File: src/rtl/riscv_enc_pkg.sv
// Shared types and constants for the RISC-V instruction encoder.
// IMM_RANGE_CHECK_EN (optional define) enables immediate range checking in instr_pack.
package riscv_enc_pkg;

  typedef enum logic [2:0] {
    FmtR = 3'd0,
    FmtI = 3'd1,
    FmtS = 3'd2,
    FmtB = 3'd3,
    FmtU = 3'd4,
    FmtJ = 3'd5
  } fmt_e;

  localparam logic [6:0] OpcOp     = 7'h33;
  localparam logic [6:0] OpcOpImm  = 7'h13;
  localparam logic [6:0] OpcLoad   = 7'h03;
  localparam logic [6:0] OpcStore  = 7'h23;
  localparam logic [6:0] OpcBranch = 7'h63;
  localparam logic [6:0] OpcJal    = 7'h6f;
  localparam logic [6:0] OpcJalr   = 7'h67;
  localparam logic [6:0] OpcLui    = 7'h37;
  localparam logic [6:0] OpcAuipc  = 7'h17;

  localparam logic [31:0] InstrNop = 32'h0000_0013;

  // True when v is the sign extension of its low w bits.
  function automatic logic fits_signed(logic [31:0] v, int unsigned w);
    logic [31:0] s;
    s = $signed(v) >>> (w - 1);
    return (s == '0) || (s == '1);
  endfunction

endpackage

File: src/rtl/instr_pack.sv
// Combinational packing of decoded fields into a 32-bit RISC-V word plus error flag.
// IMM_RANGE_CHECK_EN adds immediate range checking to the error flag.
module instr_pack
  import riscv_enc_pkg::*;
(
  input  logic [2:0]  fmt_i,
  input  logic [6:0]  opcode_i,
  input  logic [4:0]  rd_i,
  input  logic [2:0]  funct3_i,
  input  logic [4:0]  rs1_i,
  input  logic [4:0]  rs2_i,
  input  logic [6:0]  funct7_i,
  input  logic [31:0] imm_i,
  output logic [31:0] instr_o,
  output logic        err_o
);

  logic illegal;

  always_comb begin
    instr_o = InstrNop;
    illegal = 1'b0;
    case (fmt_i)
      FmtR: instr_o = {funct7_i, rs2_i, rs1_i, funct3_i, rd_i, opcode_i};
      FmtI: instr_o = {imm_i[11:0], rs1_i, funct3_i, rd_i, opcode_i};
      FmtS: instr_o = {imm_i[11:5], rs2_i, rs1_i, funct3_i, imm_i[4:0], opcode_i};
      FmtB: instr_o = {imm_i[12], imm_i[10:5], rs2_i, rs1_i, funct3_i, imm_i[4:1], imm_i[11],
                       opcode_i};
      FmtU: instr_o = {imm_i[31:12], rd_i, opcode_i};
      FmtJ: instr_o = {imm_i[20], imm_i[10:1], imm_i[11], imm_i[19:12], rd_i, opcode_i};
      default: begin
        instr_o = InstrNop;
        illegal = 1'b1;
      end
    endcase
  end

`ifdef IMM_RANGE_CHECK_EN
  logic imm_err;

  always_comb begin
    imm_err = 1'b0;
    case (fmt_i)
      FmtI, FmtS: imm_err = !fits_signed(imm_i, 12);
      FmtB:       imm_err = !fits_signed(imm_i, 13) || imm_i[0];
      FmtJ:       imm_err = !fits_signed(imm_i, 21) || imm_i[0];
      FmtU:       imm_err = |imm_i[11:0];
      default:    imm_err = 1'b0;
    endcase
  end

  assign err_o = illegal | imm_err;
`else
  assign err_o = illegal;
`endif

endmodule

File: src/rtl/instr_encoder.sv
// Streams encoded instruction words with byte addresses through a registered output plus skid.
// IMM_RANGE_CHECK_EN (optional define) is honoured by the instr_pack sub-module.
module instr_encoder
  import riscv_enc_pkg::*;
#(
  parameter int unsigned        ADDR_W     = 32,
  parameter logic [ADDR_W-1:0] RESET_ADDR = '0
) (
  input  logic              clk,
  input  logic              rst,
  input  logic              in_valid,
  output logic              in_ready,
  input  logic [2:0]        in_fmt,
  input  logic [6:0]        in_opcode,
  input  logic [4:0]        in_rd,
  input  logic [2:0]        in_funct3,
  input  logic [4:0]        in_rs1,
  input  logic [4:0]        in_rs2,
  input  logic [6:0]        in_funct7,
  input  logic [31:0]       in_imm,
  input  logic              addr_load,
  input  logic [ADDR_W-1:0] addr_load_val,
  output logic              out_valid,
  input  logic              out_ready,
  output logic [31:0]       out_instr,
  output logic [ADDR_W-1:0] out_addr,
  output logic              out_err,
  output logic [15:0]       err_count
);

  logic [31:0]       pack_instr;
  logic              pack_err;
  logic [ADDR_W-1:0] word_addr;
  logic              accept;
  logic              out_free;

  logic [ADDR_W-1:0] cnt_q, cnt_d;
  logic              out_valid_q, out_valid_d;
  logic [31:0]       out_instr_q, out_instr_d;
  logic [ADDR_W-1:0] out_addr_q, out_addr_d;
  logic              out_err_q, out_err_d;
  logic              skid_valid_q, skid_valid_d;
  logic [31:0]       skid_instr_q, skid_instr_d;
  logic [ADDR_W-1:0] skid_addr_q, skid_addr_d;
  logic              skid_err_q, skid_err_d;
  logic [15:0]       err_count_q, err_count_d;
  logic              issue_err;

  instr_pack u_pack (
    .fmt_i    (in_fmt),
    .opcode_i (in_opcode),
    .rd_i     (in_rd),
    .funct3_i (in_funct3),
    .rs1_i    (in_rs1),
    .rs2_i    (in_rs2),
    .funct7_i (in_funct7),
    .imm_i    (in_imm),
    .instr_o  (pack_instr),
    .err_o    (pack_err)
  );

  // The skid only fills while the output is stalled, so it alone gates input acceptance.
  assign in_ready  = !skid_valid_q && !rst;
  assign accept    = in_valid && in_ready;
  assign out_free  = !out_valid_q || out_ready;
  assign word_addr = addr_load ? addr_load_val : cnt_q;

  always_comb begin
    cnt_d        = cnt_q;
    out_valid_d  = out_valid_q;
    out_instr_d  = out_instr_q;
    out_addr_d   = out_addr_q;
    out_err_d    = out_err_q;
    skid_valid_d = skid_valid_q;
    skid_instr_d = skid_instr_q;
    skid_addr_d  = skid_addr_q;
    skid_err_d   = skid_err_q;
    err_count_d  = err_count_q;
    issue_err    = 1'b0;

    if (accept) begin
      cnt_d = word_addr + ADDR_W'(4);
    end else if (addr_load) begin
      cnt_d = addr_load_val;
    end

    if (out_free) begin
      if (skid_valid_q) begin
        out_valid_d  = 1'b1;
        out_instr_d  = skid_instr_q;
        out_addr_d   = skid_addr_q;
        out_err_d    = skid_err_q;
        skid_valid_d = 1'b0;
        issue_err    = skid_err_q;
      end else if (accept) begin
        out_valid_d = 1'b1;
        out_instr_d = pack_instr;
        out_addr_d  = word_addr;
        out_err_d   = pack_err;
        issue_err   = pack_err;
      end else begin
        out_valid_d = 1'b0;
      end
    end else if (accept) begin
      skid_valid_d = 1'b1;
      skid_instr_d = pack_instr;
      skid_addr_d  = word_addr;
      skid_err_d   = pack_err;
    end

    // Errors are counted as words enter the output register, not when parked in the skid.
    if (issue_err && (err_count_q != 16'hffff)) begin
      err_count_d = err_count_q + 16'd1;
    end
  end

  always_ff @(posedge clk) begin
    if (rst) begin
      cnt_q        <= RESET_ADDR;
      out_valid_q  <= 1'b0;
      out_instr_q  <= '0;
      out_addr_q   <= '0;
      out_err_q    <= 1'b0;
      skid_valid_q <= 1'b0;
      skid_instr_q <= '0;
      skid_addr_q  <= '0;
      skid_err_q   <= 1'b0;
      err_count_q  <= '0;
    end else begin
      cnt_q        <= cnt_d;
      out_valid_q  <= out_valid_d;
      out_instr_q  <= out_instr_d;
      out_addr_q   <= out_addr_d;
      out_err_q    <= out_err_d;
      skid_valid_q <= skid_valid_d;
      skid_instr_q <= skid_instr_d;
      skid_addr_q  <= skid_addr_d;
      skid_err_q   <= skid_err_d;
      err_count_q  <= err_count_d;
    end
  end

  assign out_valid = out_valid_q;
  assign out_instr = out_instr_q;
  assign out_addr  = out_addr_q;
  assign out_err   = out_err_q;
  assign err_count = err_count_q;

endmodule

File: config.mk
export PLATFORM = sky130hd
export DESIGN_NAME = instr_encoder
export DESIGN_NICKNAME = d
export VERILOG_FILES = /design/src/rtl/riscv_enc_pkg.sv /design/src/rtl/instr_pack.sv /design/src/rtl/instr_encoder.sv
export SDC_FILE = /design/constraint.sdc
export NUM_CORES = 1
export LEC_CHECK = 0
export CAP_MARGIN = 10
export CORE_UTILIZATION = 45
export DETAILED_ROUTE_END_ITERATION = 10
export GPL_TIMING_DRIVEN = 0
export MAX_ROUTING_LAYER = met4
export PLACE_DENSITY = 0.79
export SYNTH_ARGS = -nofsm -noshare
export SYNTH_HDL_FRONTEND = slang
export SYNTH_SLANG_ARGS = --single-unit
File: constraint.sdc
create_clock -name clk -period 5.25 [get_ports clk]
set_input_delay 1.3125 -clock clk [delete_from_list [all_inputs] [get_ports clk]]
set_output_delay 1.3125 -clock clk [all_outputs]
set_load 0.03 [all_outputs]
Word level (Yosys, flattened, before mapping). Index checks and enable logic that the tools add are counted. W data, S select, Z words.

Flip-flop bits (word level): 180. Bits in latches: 0. RAM bits: 0. Bits in read-only memories: 0. Output and inout port bits: 83. Word-level logic and storage cells: 47. Memories kept: 0.

Add/subtract/negate cells: 2. Multipliers: 0. Divide/modulo/power cells: 0. Magnitude comparators: 0. Equal/unequal tests: 6. Shifts and indexed selects: 0. Muxes and demuxes: 15. Bitwise logic cells: 1. Reductions and logical operators: 13.

Operator list (count): $mux W32 (6); $pmux W32 S6 (1); $add A32 B3 Y32 const B (1); $add A16 B1 Y16 const B (1); $ne A16 B16 Y1 const B (1); $mux W1 (8); $eq A3 B2 Y1 const B (2); $eq A3 B3 Y1 const B (2); $reduce_or A6 Y1 (1); $reduce_and A2 Y1 (2); $eq A3 B1 Y1 const B (1); $logic_and A1 B1 Y1 (3); $logic_not A1 Y1 (3); $logic_not A3 Y1 (1); $reduce_bool A2 Y1 (1); $reduce_or A2 Y1 (1); $logic_or A1 B1 Y1 (1); $not A1 Y1 (1).

Longest topological paths before layout. Gate-level depths: netlist of the first run.

Depth after elaboration: 7. Mapped depth: 12. Gate-level depth less buffers: 9.

Hierarchy. A second synthesis of the first run with hierarchy kept.

Cells, all modules: 1030. Area total of the unflattened synthesis: 8449.4 um2.

By module, submodules not included: instr_encoder (instances 1, cells each 942, area each 7851.3 um2, sequential area each 3603.5 um2); instr_pack (instances 1, cells each 88, area each 598.1 um2, sequential area each 0.0 um2).

Worst setup path after synthesis of the first run. OpenSTA, ideal clock, no wires.

Kind: in2out. Start: input rst. End: output in_ready. Arrival: 2.268 ns. Required time: 3.938 ns. Slack: 1.669 ns. Stages on the path: 4. Cells stage by stage: clkbuf_1 > clkbuf_1 > clkbuf_1 > nor2_1.

Cells in the longest elaborated chain, start to end: 2.

RTL lines: start: declaration (RTL line instr_encoder.sv:10) `input logic rst,`; $logic_not A1 Y1 (RTL line instr_encoder.sv:63) `assign in_ready = !skid_valid_q && !rst;`; $logic_and A1 B1 Y1 (RTL line instr_encoder.sv:63); end: declaration (RTL line instr_encoder.sv:12) `output logic in_ready,`.

No other way between the ends.

Final worst setup path of the first run. Ends and elaborated chain as after synthesis.

==> summary.md, run 1 <==
| Metric | Value |
|---|---|
| CTS tree | `built` |
| Crit path max fanout | `10` |
| Placed Cells | `between 1k and 1.5k` |
| DP Wirelength | `about 18000 microns` |
| Drt first pass iters | `7` |
| Routed len/inst | `16.51 microns` |
| H-tree Lvls | `4` |
| Synth unique cells | `50` |
| Yosys top cell area share | `0.4372` |
| CP startpoint | `rst` |
| Clock Latency Late Sink | `approximately 0.43 ns` |
| Ys Warns | `0` |
| Clock Sinks | `180` |
| CP endpoint kind | `output pin` |
| Share of layout cells above drive strength 1 | `0.04262` |
| Synth Flop Type | `dfxtp_1` |
| Initial DRC Count | `693` |
| Final Skew | `roughly 0.0076 ns` |
| Worst Hold Class | `flip-flop to flip-flop` |
| RSZ-0062 raised after global routing | `no` |
| Req. time, crit path | `roughly 3.9 ns` |
| Asr flop ratio synth | `0` |
| Slew @ Worst Pin | `between 1 and 1.5 ns` |
| Startpoint type of the worst setup path | `input port` |
| Seq cells post-synth | `180` |
| Number of global-route vias before repair | `approximately 7.7k` |
| R2R Path Start | `skid_valid_q$_SDFFE_PP0N_` |
| CP max-delay cell | `clkdlybuf4s50_1` |
| Largest net degree at the start of global routing | `17` |
| Post-Syn Area | `about 8200 sq um` |
| # hold bufs at CTS | `0` |
| Synth top area cells | `dfxtp_1 (44%), nor2_1 (11%), a21oi_1 (8.9%)` |
| Slew Viols, Final | `0` |
| Post-synth EDFFs | `0` |
| Tmin final | `roughly 4.6 ns` |
| Num CTS Buffers | `17` |
| Clock root cell | `clkbuf_16` |
| WP data arrival | `approximately 3.3 ns` |
| CTS max path bufs | `2` |
| Worst-path cell chain | `clkbuf_1 > clkbuf_1 > clkbuf_1 > nor2_1 > clkdlybuf4s50_1` |
| Post_cts resized | `0` |
| Avg Inst Size Synth | `around 7.8 sq um` |
| Seq/Total Area, Yosys | `0.4372` |
| Drt total wl | `between 20000 and 25000 microns` |
| DRC Markers | `0` |
| FF-to-FF setup slack | `between 2 and 2.5 ns` |
| RePlAce Congestion | `just under 0.9` |
| Reg2reg path depth | `7` |
| Final Cycle Share | `0.8850` |
| Slew headroom | `0.2717` |
| FP Rows | `49` |
| DRT antenna net count | `0` |
| Clock slew at reported path FFs | `~0.070 ns` |
| Overflow left after global routing | `0` |
| Leakage | `3.912 nW` |
| Max-cap viol count | `0` |
| Core area | `17960 sq um` |
| Top Ports | `approximately 190` |
| Most used cell, CP | `clkbuf_1` |
| Initial Util | `0.4588` |
| Final-report setup violation count | `0` |
| Net count after synthesis | `around 1.2k` |
| Port bufs | `about 180` |
| Cell taking the most area after synthesis | `dfxtp_1` |
| Die width | `roughly 140 microns` |
| CP endpoint | `in_ready` |
| CP peak stage delay | `about 0.64 ns` |
| Final nets | `1361` |
| Die ar. | `about 19000 sq um` |
| Layout Area Growth over Synthesis | `32.12%` |
| Pwr dens | `about 290 nW/um^2` |
| Crit Path Class | `input port to output pin` |
| Total track usage | `0.2747` |
| Setup tns final | `0 ns` |
| Fillers | `around 1.6k` |
| First-pass GRT wire length | `about 39000 microns` |
| Outcome | `complete, no violations` |
| Via-to-Cell Ratio | `5.468` |
| Synth Instances | `1054` |
| Die Y | `137.3 microns` |
| Setup Buffers After CTS | `0` |
| Diode count | `0` |
| Fin cells | `about 1.5k` |
| Final Hold Vio Count | `0` |
| Fmax | `between 200 and 250 MHz` |
| Maximum VDD drop | `roughly 0.22 mV` |
| Antenna violations before repair | `0` |
| Routed via count | `between 8k and 9k` |
| Reg-to-Reg End | `out_instr[16]$_SDFFE_PP0P_` |
-- placed cells by master (no fill, tap or decap), types with 3 or more instances in the layout --
| master | instances |
|---|---|
| nor2_1 | 237 |
| clkdlybuf4s50_1 | 182 |
| dfxtp_1 | 180 |
| a21oi_1 | 146 |
| nand2_1 | 99 |
| clkbuf_1 | 59 |
| a211oi_1 | 58 |
| mux2i_1 | 40 |
| o21ai_0 | 38 |
| nand3_1 | 32 |
| xor2_1 | 27 |
| clkbuf_16 | 17 |
| inv_1 | 14 |
| nor2b_1 | 12 |
| a22oi_1 | 11 |
| nand4_1 | 9 |
| nor3_1 | 8 |
| buf_1 | 8 |
| buf_2 | 8 |
| xnor2_1 | 7 |
| and3_1 | 6 |
| clkinv_2 | 6 |
| nand4b_1 | 5 |
| mux2_2 | 4 |
| nand3b_1 | 4 |
| nand2b_1 | 4 |
| o21a_1 | 4 |
| and4_1 | 3 |
| inv_6 | 3 |
-- metrics by stage --
step	util	power, mW	cell area [sq um]	worst slack (ns)	hold WS (ns)
finish	0.6062	3.119	10890	0.6038	0.4508
global route	0.6062	3.234	10890	0.4786	0.4722
CTS	0.6062	3.131	10890	0.5889	0.4535
detailed placement	0.5762	1.945	10350	0.5518	0.4442
global placement	0.5762	1.937	10350	0.6056	0.4389
floorplan	-	1.738	8242	1.669	0.4363
-- registers in the layout, indices dropped and copies added (netlist names) --
signal / count
err_count: 16
cnt_q: 32
skid_err_q: 1
out_valid: 1
skid_instr_q: 32
out_err: 1
out_addr: 32
skid_valid_q: 1
skid_addr_q: 32
out_instr: 32
-- power by group --
part / internal [mW] / total, mW / switching [mW]
combinational: 0.201 / 0.477 / 0.276
sequential: 1.42 / 1.44 / 0.0272
clock: 0.650 / 1.20 / 0.549
-- cell families after synthesis --
group                    Yosys count  share of synthesized area
adder cells (fa/ha/maj)            2                   0.003036
XOR/XNOR                          34                    0.03613
multiplexers                      44                    0.05404
flip-flops                       180                     0.4372
buffers and inverters             90                    0.04403
AND/OR/NAND/NOR                  433                     0.2294
AO/OA/AOI/OAI                    271                     0.1961
-- metal layers --
layer  share of wire  up-vias  wire length, microns  track usage
li1                -     4019                     -            -
met1            0.43     3807                 10730       0.3373
met2            0.48      331                 11890       0.4579
met4           0.010        0                   256      0.06654
met3           0.074       23                  1831      0.05923
met5               0        -                     0            -
-- layout make-up --
type	count	area, sq um	area share
plain buffers	76	310.3	0.02850
clock buffers	18	429.2	0.03941
well taps	229	286.5	0.02631
inverters	14	52.55	0.004826
repair buffers	182	1822	0.1673
clock inverters	13	110.1	0.01011
flip-flops and latches	180	3603	0.3309
multi-input cells	784	4275	0.3926
-- how the worst min path moves through the flow --
stage                             startpoint                       endpoint  slack, ns  cells after the start
2_1_floorplan  skid_instr_q[20]$_SDFFE_PP0P_  skid_instr_q[20]$_SDFFE_PP0P_       0.44                      2
3_3_place_gp       out_instr[9]$_SDFFE_PP0P_      out_instr[9]$_SDFFE_PP0P_       0.44                      2
3_5_place_dp      out_instr[18]$_SDFFE_PP0P_     out_instr[18]$_SDFFE_PP0P_       0.44                      2
4_1_cts           out_instr[18]$_SDFFE_PP0P_     out_instr[18]$_SDFFE_PP0P_       0.45                      2
5_1_grt           out_instr[18]$_SDFFE_PP0P_     out_instr[18]$_SDFFE_PP0P_       0.47                      2
6_report          out_instr[18]$_SDFFE_PP0P_     out_instr[18]$_SDFFE_PP0P_       0.45                      2
-- worst max-delay path: cells and delay by family --
kind | cells | cell delay (ns)
buf+inv | 4 | 1.93
simple gates | 1 | 0.07
-- Yosys cell counts, types with 2 or more instances --
cell type and n:
a211oi_1 58, a21o_1 2, a21oi_1 146, a221oi_1 2, a22oi_1 11, and2_1 2
and3_1 6, and4_1 3, buf_1 8, buf_2 8, buf_6 2, clkbuf_1 58
dfxtp_1 180, ha_1 2, inv_1 14, mux2_2 4, mux2i_1 40, nand2_1 99
nand2b_1 4, nand3_1 32, nand3b_1 4, nand4_1 9, nand4b_1 5, nor2_1 237
nor2b_1 12, nor3_1 8, nor4_2 2, o21a_1 4, o21ai_0 38, o31a_1 2
xnor2_1 7, xor2_1 27
No activity file was read; power rests on OpenSTA's default activity.
==> run 2, diff against run 1 <==
--- a/config.mk
+++ b/config.mk
@@ -7,6 +7,7 @@
 export LEC_CHECK = 0
 export CAP_MARGIN = 10
 export CORE_UTILIZATION = 45
+export CTS_CLUSTER_DIAMETER = 150
 export DETAILED_ROUTE_END_ITERATION = 10
 export GPL_TIMING_DRIVEN = 0
 export MAX_ROUTING_LAYER = met4
==> results of run 2 <==
No change in the layout: final DEF, timing and power equal those of run 1.
==> run 3, diff against run 2 <==
--- a/config.mk
+++ b/config.mk
@@ -6,6 +6,7 @@
 export NUM_CORES = 1
 export LEC_CHECK = 0
 export CAP_MARGIN = 10
+export CORE_ASPECT_RATIO = 1.75
 export CORE_UTILIZATION = 45
 export CTS_CLUSTER_DIAMETER = 150
 export DETAILED_ROUTE_END_ITERATION = 10
==> summary.md, run 3 (same netlist as run 1, synthesis figures left out) <==
| Metric | Value |
|---|---|
| Outcome | `finished with violations` |
| Failing checks | `DRC` |
| Drt total wl | `roughly 25000 microns` |
| WL met2 | `~14000 microns` |
| Initial Util | `0.4585` |
| Placed cell area | `10360 sq um` |
| Met3 WL | `1369 microns` |
| Slew Viols, Final | `0` |
| Seq. cell area | `3603 sq um` |
| Fin cells | `approximately 1.5k` |
| Initial DRC Count | `between 300 and 400` |
| Die Y | `between 150 and 200 microns` |
| DRT antenna net count | `0` |
| Clock power share | `0.408` |
| RePlAce Congestion | `roughly 0.9` |
| Num CTS Buffers | `17` |
| DP Wirelength | `between 15000 and 20000 microns` |
| DRC Markers | `2` |
| Number of global-route vias before repair | `8176` |
| CTS tree | `built` |
| Maximum VDD drop | `0.1618 mV` |
| Final nets | `approximately 1.4k` |
| Top Ports | `around 190` |
| WP data arrival | `approximately 4.8 ns` |
| Fillers | `around 1.6k` |
| Total track usage | `0.2767` |
| Core area | `~18000 sq um` |
| Commonest non-fill, non-tap cell in the layout | `nor2_1` |
| First-pass GRT wire length | `about 40000 microns` |
| Sequential power share | `0.445` |
| Die ar. | `about 19000 sq um` |
| Layout Area Growth over Synthesis | `32.96%` |
| Via-to-Cell Ratio | `about 5.5` |
| Fmax | `219.0 MHz` |
| Slew headroom | `0.3197` |
| Pwr dens | `just under 300 nW/um^2` |
| Worst-path cell chain | `clkdlybuf4s50_1 > buf_6 > buf_2 > buf_2 > mux2i_1 > inv_1 > ha_1 > nand4bb_1 > nor4_4 > nand2_1 > nor3b_1 > a21o_1 > a21oi_1` |
| CP endpoint kind | `flip-flop` |
| Setup Buffers After CTS | `0` |
| CTS max path bufs | `2` |
| Port bufs | `between 150 and 200` |
| Hold_ws | `between 0.4 and 0.5 ns` |
| FP Rows | `65` |
| Placed Cells | `1470` |
| Final-report setup violation count | `0` |
| H-tree Lvls | `4` |
| Clock Latency Late Sink | `between 0.4 and 0.5 ns` |
| Internal power | `2.372 mW` |
| Max-cap viol count | `0` |
| Util after Layout | `0.6097` |
| Footprint of the multi-input gates | `about 4300 sq um` |
| Net Switching | `870.3 uW` |
| Leakage | `roughly 3.9 nW` |
| Overflow left after global routing | `0` |
| Largest net degree at the start of global routing | `17` |
| Most used cell, CP | `buf_2` |
| Clock Sinks | `180` |
| CP peak stage delay | `between 0.5 and 0.6 ns` |
| Clock slew at reported path FFs | `about 0.070 ns` |
| Worst setup margin | `between 0.6 and 0.7 ns` |
| Top Layer Used | `met4` |
| # hold bufs at CTS | `0` |
| Req. time, crit path | `5.53 ns` |
| Worst Hold Class | `flip-flop to flip-flop` |
| Post-Route M1 WL | `between 8000 and 9000 microns` |
| Final Skew | `0.01338 ns` |
| Setup tns final | `0 ns` |
| Startpoint type of the worst setup path | `input port` |
| Slew @ Worst Pin | `1.013 ns` |
| Share of layout cells above drive strength 1 | `0.04341` |
| Final Hold Vio Count | `0` |
| Gate power share | `0.148` |
| Crit Path Class | `input port to flip-flop` |
| Drt first pass iters | `9` |
| Routed len/inst | `approximately 17 microns` |
| Clock root cell | `clkbuf_16` |
| Antenna violations before repair | `0` |
| CP max-delay cell | `clkdlybuf4s50_1` |
| Placement Setup Slack | `0.4040 ns` |
| Crit path max fanout | `10` |
| Commonest cells after routing, fill and taps aside | `nor2_1 (237), clkdlybuf4s50_1 (182), dfxtp_1 (180)` |
| Routed via count | `just over 8k` |
| Post_cts resized | `0` |
| RSZ-0062 raised after global routing | `no` |
| Tmin final | `~4.6 ns` |
| Diode count | `0` |
| Sw Ratio | `0.2684` |
| Total power | `3.242 mW` |
| Final Cycle Share | `0.8697` |
| Die width | `104.3 microns` |
| Cell area after layout | `~11000 sq um` |
-- run 3: cell count changes in the layout (fill, tap and decap cells not counted) --
cell,before,now
inv_8,0,1
clkinv_2,6,3
clkinvlp_4,2,1
clkbuf_1,59,58
inv_6,3,4
clkinv_4,1,2
bufinv_16,1,3
-- run 3: final timing paths --
check / start / slack (ns) / cells past startpoint / to
setup / recovery: addr_load / 0.68 / 13 / cnt_q[16]$_SDFF_PP0_
hold / removal: out_instr[12]$_SDFFE_PP0P_ / 0.45 / 2 / out_instr[12]$_SDFFE_PP0P_
setup reg to reg: skid_valid_q$_SDFFE_PP0N_ / 2.33 / 7 / out_instr[23]$_SDFFE_PP0P_
hold reg to reg: out_instr[12]$_SDFFE_PP0P_ / 0.45 / 2 / out_instr[12]$_SDFFE_PP0P_
-- run 3: worst max-delay path, delay by kind of cell --
family          cells  cell delay [ns]
simple gates        4             1.42
fa+ha+maj           1             0.15
buf+inv             5             1.51
compound gates      2             0.22
mux                 1             0.23
-- run 3: metal layers --
layer / global-route usage / vias to the layer above
li1: - / 4036
met1: 0.2646 / 3887
met2: 0.5107 / 314
met3: 0.04762 / 82
met4: 0.1651 / 0
met5: - / -
-- run 3: layout make-up --
cell class,count,area share
sequential,180,0.3288
buffer,76,0.02832
clock buffer,17,0.03882
multi-input combinational,784,0.3902
clock inverter,14,0.01610
tap,234,0.02672
timing repair buffer,182,0.1662
inverter,14,0.004796
-- run 3: power by group through the flow --
stage	Combinational (mW)	Clock (mW)	Sequential [mW]
final	0.479	1.32	1.44
after global routing	0.518	1.38	1.45
after CTS	0.478	1.33	1.44
after detailed placement	0.473	0	1.47
after global placement	0.468	0	1.47
after floorplan	0.223	0	1.51
